<file path="src/rtl/cnn_stream_loader.sv">
// -----------------------------------------------------------------------------
// cnn_stream_loader
//
// Sequencer that feeds the CNN core's byte-serial load port. A start pulse
// makes it read KERNEL_WORDS conv weights, FC_WORDS FC weights and then an
// IMG_ROWS x IMG_COLS image (row-major) from a synchronous-read buffer. The
// weights go out in mode 0. The core gets a reset pulse, the mode switches to 1
// and the pixels follow, one byte per cycle.
//
// Optional feature macro: CNN_LOADER_CKSUM_EN
//   defined   -> cksum is a 16-bit running sum of every emitted byte
//                (sign-extended), cleared when a run starts
//   undefined -> cksum is tied to 0
//
// Ports
//   clk        in   system clock, rising edge
//   rst        in   asynchronous active-high reset
//   start      in   single-cycle request to run one load sequence
//   busy       out  run in progress (through the last data cycle)
//   done       out  one-cycle pulse after the last image byte
//   mem_rd     out  buffer read enable
//   mem_addr   out  buffer read address
//   mem_rdata  in   buffer read data, valid the cycle after mem_rd
//   cnn_rst    out  reset pulse to the CNN core
//   cnn_mode   out  0 = weight load, 1 = image data
//   cnn_data   out  signed byte to the core's data_in (0 when not valid)
//   cnn_valid  out  cnn_data carries a real byte this cycle
//   cksum      out  running checksum (see macro above)
// -----------------------------------------------------------------------------
module cnn_stream_loader #(
    parameter int KERNEL_WORDS = 27,
    parameter int FC_WORDS     = 27,
    parameter int IMG_ROWS     = 11,
    parameter int IMG_COLS     = 12,
    parameter int ADDR_W       = 8
) (
    input  logic                clk,
    input  logic                rst,
    input  logic                start,
    output logic                busy,
    output logic                done,
    output logic                mem_rd,
    output logic [ADDR_W-1:0]   mem_addr,
    input  logic [7:0]          mem_rdata,
    output logic                cnn_rst,
    output logic                cnn_mode,
    output logic signed [7:0]   cnn_data,
    output logic                cnn_valid,
    output logic [15:0]         cksum
);

    localparam int W    = KERNEL_WORDS + FC_WORDS;
    localparam int P    = IMG_ROWS * IMG_COLS;
    localparam int LAST = W + P + 4;
    localparam int CW   = $clog2(LAST + 2);

    // Run-relative cycle numbers (cycle 1 = PRE_RST).
    localparam logic [CW-1:0] C_W_LAST   = CW'(W);          // last weight fetch
    localparam logic [CW-1:0] C_I_FIRST  = CW'(W + 2);      // first image fetch
    localparam logic [CW-1:0] C_I_LAST   = CW'(W + P + 1);  // last image fetch
    localparam logic [CW-1:0] C_MID      = CW'(W + 3);      // core reset, mode -> 1
    localparam logic [CW-1:0] C_BUSY_END = CW'(W + P + 3);  // last pixel on the bus
    localparam logic [CW-1:0] C_FIN      = CW'(LAST);       // done pulse

    typedef enum logic [2:0] {
        IDLE,
        PRE_RST,
        WLOAD,
        MID_RST,
        IMG,
        FIN
    } state_t;

    state_t              state_q, state_d;
    logic [CW-1:0]       cyc_q, cyc_d, cyc_nxt;
    logic                busy_q, busy_d;
    logic                done_q, done_d;
    logic                mem_rd_q, mem_rd_d;
    logic [ADDR_W-1:0]   mem_addr_q, mem_addr_d;
    logic                cnn_rst_q, cnn_rst_d;
    logic                cnn_mode_q, cnn_mode_d;
    logic                fetch_w, fetch_i;
    logic                start_acc;

    // Data pipeline: read issued -> data at buffer output -> registered onto bus.
    logic                rd_d1_q;
    logic                cnn_valid_q;
    logic signed [7:0]   cnn_data_q;

    // FIN behaves like IDLE for start so back-to-back runs need no gap.
    assign start_acc = start && ((state_q == IDLE) || (state_q == FIN));
    assign cyc_nxt   = cyc_q + 1'b1;

    always_comb begin
        state_d    = state_q;
        cyc_d      = cyc_q;
        busy_d     = 1'b0;
        done_d     = 1'b0;
        mem_rd_d   = 1'b0;
        mem_addr_d = mem_addr_q;
        cnn_rst_d  = 1'b0;
        cnn_mode_d = cnn_mode_q;
        fetch_w    = 1'b0;
        fetch_i    = 1'b0;

        case (state_q)
            IDLE, FIN: begin
                state_d = IDLE;
                if (start_acc) begin
                    state_d    = PRE_RST;
                    cyc_d      = CW'(1);
                    busy_d     = 1'b1;
                    mem_rd_d   = 1'b1;
                    mem_addr_d = '0;
                    cnn_rst_d  = 1'b1;
                    cnn_mode_d = 1'b0;
                end
            end
            default: begin
                // Everything in a run is scheduled off the cycle number of the
                // upcoming cycle; the one-cycle read bubble between the weight
                // and image fetches lines the mode switch up with the gap in
                // the output stream.
                cyc_d   = cyc_nxt;
                fetch_w = (cyc_nxt <= C_W_LAST);
                fetch_i = (cyc_nxt >= C_I_FIRST) && (cyc_nxt <= C_I_LAST);
                mem_rd_d = fetch_w || fetch_i;
                if (fetch_w) begin
                    mem_addr_d = ADDR_W'(cyc_nxt - 1'b1);
                end else if (fetch_i) begin
                    mem_addr_d = ADDR_W'(cyc_nxt - 2'd2);
                end
                busy_d    = (cyc_nxt <= C_BUSY_END);
                done_d    = (cyc_nxt == C_FIN);
                cnn_rst_d = (cyc_nxt == C_MID);
                if (cyc_nxt >= C_MID) begin
                    cnn_mode_d = 1'b1;
                end
                if (cyc_nxt == C_FIN) begin
                    state_d = FIN;
                end else if (cyc_nxt > C_MID) begin
                    state_d = IMG;
                end else if (cyc_nxt == C_MID) begin
                    state_d = MID_RST;
                end else begin
                    state_d = WLOAD;
                end
            end
        endcase
    end

    always_ff @(posedge clk or posedge rst) begin
        if (rst) begin
            state_q    <= IDLE;
            cyc_q      <= '0;
            busy_q     <= 1'b0;
            done_q     <= 1'b0;
            mem_rd_q   <= 1'b0;
            mem_addr_q <= '0;
            cnn_rst_q  <= 1'b0;
            cnn_mode_q <= 1'b0;
        end else begin
            state_q    <= state_d;
            cyc_q      <= cyc_d;
            busy_q     <= busy_d;
            done_q     <= done_d;
            mem_rd_q   <= mem_rd_d;
            mem_addr_q <= mem_addr_d;
            cnn_rst_q  <= cnn_rst_d;
            cnn_mode_q <= cnn_mode_d;
        end
    end

    always_ff @(posedge clk or posedge rst) begin
        if (rst) begin
            rd_d1_q     <= 1'b0;
            cnn_valid_q <= 1'b0;
            cnn_data_q  <= '0;
        end else begin
            rd_d1_q     <= mem_rd_q;
            cnn_valid_q <= rd_d1_q;
            cnn_data_q  <= rd_d1_q ? mem_rdata : 8'd0;
        end
    end

`ifdef CNN_LOADER_CKSUM_EN
    logic [15:0] cksum_q;

    always_ff @(posedge clk or posedge rst) begin
        if (rst) begin
            cksum_q <= '0;
        end else if (start_acc) begin
            cksum_q <= '0;
        end else if (cnn_valid_q) begin
            cksum_q <= cksum_q + {{8{cnn_data_q[7]}}, cnn_data_q};
        end
    end

    assign cksum = cksum_q;
`else
    assign cksum = 16'd0;
`endif

    assign busy      = busy_q;
    assign done      = done_q;
    assign mem_rd    = mem_rd_q;
    assign mem_addr  = mem_addr_q;
    assign cnn_rst   = cnn_rst_q;
    assign cnn_mode  = cnn_mode_q;
    assign cnn_data  = cnn_data_q;
    assign cnn_valid = cnn_valid_q;

endmodule

</file>
<file path="config.mk">
export PLATFORM = sky130hd
export DESIGN_NAME = cnn_stream_loader
export DESIGN_NICKNAME = d
export VERILOG_FILES = /design/src/rtl/cnn_stream_loader.sv
export SDC_FILE = /design/constraint.sdc
export NUM_CORES = 1
export LEC_CHECK = 0
export BUFFER_PORTS_ARGS = -buffer_cell sky130_fd_sc_hd__clkbuf_2
export CAP_MARGIN = 20
export CORE_MARGIN = 2
export CORE_UTILIZATION = 23
export DETAILED_ROUTE_END_ITERATION = 6
export REMOVE_ABC_BUFFERS = 1
export SETUP_SLACK_MARGIN = 0.15
export SLEW_MARGIN = 40
export SYNTH_ARGS = -nofsm -noshare
export SYNTH_HDL_FRONTEND = slang
export SYNTH_SLANG_ARGS = --single-unit
</file>
<file path="constraint.sdc">
create_clock -name clk -period 2.8 [get_ports clk]
set_clock_uncertainty 0.1 [all_clocks]
set_input_delay 0.14 -clock clk [delete_from_list [all_inputs] [get_ports clk]]
set_output_delay 0.14 -clock clk [all_outputs]
set_load 0.005 [all_outputs]
</file>
-- After elaboration in Yosys (flattened, before gate mapping)
Index checks and enable logic that the tools add are counted.
- register bits: 34
- input port bits: 11
- output and inout port bits: 38
- logic and storage cells: 54
- $add $sub $neg: 3
- magnitude comparators: 6
- equal/unequal tests: 4
- mux-type cells: 20
- reduce and logical (&&, ||, !) cells: 10
- operators by type and width (operator ; number):
    $mux 8 ; 7
    $ge 8x6->1 const B ; 2
    $le 8x8->1 const B ; 2
    $mux 1 ; 10
    $mux 3 ; 3
    $add 8x1->8 const B ; 1
    $eq 8x6->1 const B ; 1
    $eq 8x8->1 const B ; 1
    $gt 8x6->1 const B ; 1
    $le 8x6->1 const B ; 1
    $sub 8x1->8 const B ; 1
    $sub 8x2->8 const B ; 1
    $reduce_and 2->1 ; 2
    $eq 3x3->1 const B ; 1
    $logic_not 3->1 ; 1
    $reduce_bool 3->1 ; 1
    $logic_and 1x1->1 ; 2
    $logic_or 1x1->1 ; 2
    $ne 2x2->1 const B ; 1
    $reduce_bool 2->1 ; 1
    $reduce_or 2->1 ; 1

-- Depth between registers and ports, before layout
- depth after elaboration: 6
- depth in mapped cells: 9

-- Least setup slack after synthesis
No wires, ideal clock.
- path type: register -> register
- start: reg cyc_q[1]
- end: reg mem_addr_q[2], in the netlist mem_addr[2]
- setup time: 79 ps
- arrival time: 2094 ps
- data required time: 2621 ps
- slack: 527 ps
- stages on the path, launching flop included: 8
- buffers on the path: 1
- clock period less this slack: 2273 ps
- cell sequence: dfrtp_1 -> ha_1 -> buf_2 -> or4_4 -> a32oi_4 -> nor2_2 -> mux2_1 -> mux2i_1
- longest elaborated chain between the ends: 5
- elaborated cells between the ends (all ways): 12
- RTL lines (what ; RTL line ; source):
    from (decl) ; 75 ; logic [CW-1:0] cyc_q, cyc_d, cyc_nxt;
    from (signal assigned) ; 164 ; cyc_q <= cyc_d;
    $add 8x1->8 * ; 92 ; assign cyc_nxt = cyc_q + 1'b1;
    $sub 8x2->8 (tied with other cells) ; 131 ; mem_addr_d = ADDR_W'(cyc_nxt - 2'd2);
    $mux 8 or $logic_and 1x1->1 (tied branches) ; 130, 126 ;
    $mux 8 or $reduce_bool 3->1 (tied branches) ; -- ;
    $mux 8 or $reduce_and 2->1 (tied branches) ; -- ;
    to (signal assigned) ; 168 ; mem_addr_q <= mem_addr_d;
    to (decl) ; 79 ; logic [ADDR_W-1:0] mem_addr_q, mem_addr_d;
Mark *: on every way between the ends. The rest lies on a longest branch, timed or not. The select of a mux whose other input is x is not followed.
A chain may end at the register's enable or synchronous reset.

-- Worst setup path after layout
- start: reg cyc_q[1]
- end: reg mem_addr_q[5], in the netlist mem_addr[5]
The elaborated chain is that of the path after synthesis.

==> metrics.md <==
| Metric | Value |
|---|---|
| Status | `finished clean` |
| Mux cell area share after synthesis | `0.0680` |
| Port bufs | `32` |
| Gp weighted congestion | `0.848` |
| Finished Cell Area | `around 2500 sq um` |
| DPL Wire Length | `3350 um` |
| Number of synthesized flops with an enable pin | `0` |
| Share of cells above drive strength 1 | `0.221` |
| Post-cts resize count | `0` |
| Fmax | `405 MHz` |
| Seq/Total Area, Yosys | `0.405` |
| Post-route clock period utilization | `0.882` |
| WL final | `4580 um` |
| First-pass GRT wire length | `7700 um` |
| Worst VDD drop | `0.000356 V` |
| Total Power | `2.97 mW` |
| Die width | `99.5 um` |
| DIE AREA | `9900 sq um` |
| Dpl cells | `approximately 350` |
| CTS Buf Count | `5` |
| Iter 0 DRT Violations | `102` |
| Via count | `1661` |
| Hold Vio Cnt, Final | `0` |
| Avg Inst Size Synth | `around 10 sq um` |
| Post-Synthesis Cells | `216` |
| Post-Synth XOR/XNOR Area | `0.0543` |
| CP Data Arrival Time | `between 2 and 3 ns` |
| Compound-Gate Fraction of Synth Area | `0.123` |
| Ant diodes | `0` |
| # fillers | `916` |
| Root Driver | `clkbuf_8` |
| Number of global-route vias before repair | `1648` |
| FFs w/ async S/R, synth | `1.00` |
| Area of the multi-input gates | `approximately 1100 sq um` |
| Cell Pwr Density | `~1200 nW/um^2` |
| IO Pins | `49` |
| Area Growth Syn to Fin | `21.0%` |
| Post-synth top area share | `0.405` |
| Hold_sp | `start` |
| Count leader, synth | `dfrtp_1` |
| Largest net degree at the start of global routing | `35` |
| Seq. cell area | `851 sq um` |
| Reg2reg start | `cyc_q[1]$_DFFE_PP0P_` |
| CTS sink count | `34` |
| RSZ-0062 raised after global routing | `false` |
| Post-Syn Area | `2100 sq um` |
| Clock slew at reported path FFs | `around 0.080 ns` |
| Worst Hold Class | `input port to register` |
| CP Capture Type | `register` |
| Post-synth cell types | `50` |
| DR vias/cell | `4.54` |
| Area leader, netlist | `dfrtp_1` |
| Core ar. | `8760 sq um` |
| CP startpoint kind | `register` |
| Die Y | `99.5 um` |
| Routed Antenna Nets | `0` |
| Starting Density | `0.239` |
| Initial antenna violation count | `0` |
| Main combinational cell family by area after synthesis | `simple AND/OR/NAND/NOR gates` |
| Slew Viols, Final | `0` |
| Tmin final | `2.47 ns` |
| Nets@finish | `274` |
| Fin Setup TNS | `0 ns` |
| Placed Area | `2310 sq um` |
| Adder-Cell Fraction of Synth Area | `0.0358` |
| DRC errors left | `0` |
| Drt pass-1 iters | `4` |
| Total GRT Usage | `0.0961` |
| Synth cell count leaders | `dfrtp_1 (34), nand2_1 (19), buf_4 (16)` |
| Cell Rows | `34` |
| Worst Setup SP | `cyc_q[1]$_DFFE_PP0P_` |
| # setup viols final | `0` |
| CTS tree | `built` |
| Max FO, Critical Path | `9` |
| Grt ovf | `0` |
| Final Core Density | `0.290` |
| Clk buf depth | `2` |
| #FFs+latches synth | `34` |
| Post-Layout Cell Count | `366` |
| Setup CP Type | `register to register` |
| Clock Latency Late Sink | `0.29 ns` |
| Wire per inst | `12.5 um` |
| Yosys Warn Count | `0` |
| Top cells by area, synth | `dfrtp_1 (41%), mux2i_1 (5.7%), buf_4 (5.7%)` |
| Max_cap viols | `0` |
| Synth Area in Simple Gates | `0.206` |
| WP data required | `2.87 ns` |
| Top_reg_cell synth | `dfrtp_1` |
| Htree depth | `2` |
| Leak | `1.14 nW` |
-- timing repair --
item / CTS / global route
hold endpoints to repair: 42 / 0
setup buffers: 0 / 0
hold buffers: 9 / 0
-- stage by stage --
step                hold WS, ns  worst slack, ns
global route             0.0966            0.179
floorplan                 0.138            0.110
global placement          0.133            0.418
finish                   0.0733            0.330
detailed placement        0.139            0.374
CTS                      0.0659            0.343
-- final cells by class --
cell class	count	share of cell area
Multi-Input combinational cell	161	0.426
Sequential cell	34	0.335
Timing Repair Buffer	48	0.119
Tap cell	108	0.0532
Clock buffer	6	0.0325
Clock inverter	2	0.0236
Inverter	7	0.0103
-- cells by family (layout without fill, tap and decap cells) --
group,count (synthesis),after routing
simple gates,76,76
compound gates,36,36
buf+inv,36,63
flops,34,34
mux,14,14
xor+xnor,13,13
fa+ha+maj,6,6
other cells,1,16
-- registers in the layout (all words and copies together), names as in the netlist --
| register | cells |
|---|---|
| mem_rd | 1 |
| cnn_valid | 1 |
| cnn_mode | 1 |
| cnn_rst | 1 |
| state_q | 3 |
| busy | 1 |
| cyc_q | 8 |
| rd_d1_q | 1 |
| done | 1 |
| cnn_data | 8 |
| mem_addr | 8 |
-- final timing paths --
| kind | to | slack [ns] | cells after the start |
|---|---|---|---|
| setup reg to reg | mem_addr[5]$_DFFE_PP0P_ | 0.33 | 8 |
| hold reg to reg | rd_d1_q$_DFF_PP0_ | 0.29 | 0 |
| hold / removal | cyc_q[1]$_DFFE_PP0P_ | 0.07 | 2 |
| max in group asynchronous | cnn_data[3]$_DFF_PP0_ | 1.93 | 4 |
| setup / recovery | mem_addr[5]$_DFFE_PP0P_ | 0.33 | 8 |
| min in group asynchronous | mem_addr[4]$_DFFE_PP0P_ | 0.37 | 4 |
-- where the power goes --
part	leakage [nW]	total, mW	switching, mW	internal (mW)
combinational	0.643	1.59	0.883	0.708
clock	0.0714	0.563	0.184	0.380
sequential	0.423	0.818	0.140	0.678
-- placed cells by master, fill, tap and decap left out, types with 5 or more instances in the layout --
master and count:
ha_1 6, mux2i_1 12, dfrtp_1 34, nor2_1 5, or3_1 5, nand2_1 19, conb_1 16, o21ai_0 8
xnor2_1 9, buf_4 7, dlygate4sd3_1 9, nand3_1 9, a21oi_1 8, clkbuf_8 6, clkbuf_2 32, inv_1 7
and2_1 9
-- layer usage --
metal,vias to the layer above,GRT usage,wire length [um]
met2,81,0.155,2090
met3,4,0.0351,413
met4,0,0.0221,24
met5,-,0,0
li1,793,-,-
met1,783,0.123,2050
-- worst max-delay path: stages (launching register included) --
cell and delay, ns:
dfrtp_1 0.49, ha_1 0.29, nand3_2 0.18, or3_4 0.40
and2_1 0.25, a311oi_2 0.24, a21oi_1 0.08, buf_4 0.20
mux2i_1 0.13
Power figures use the tool's default switching activity.
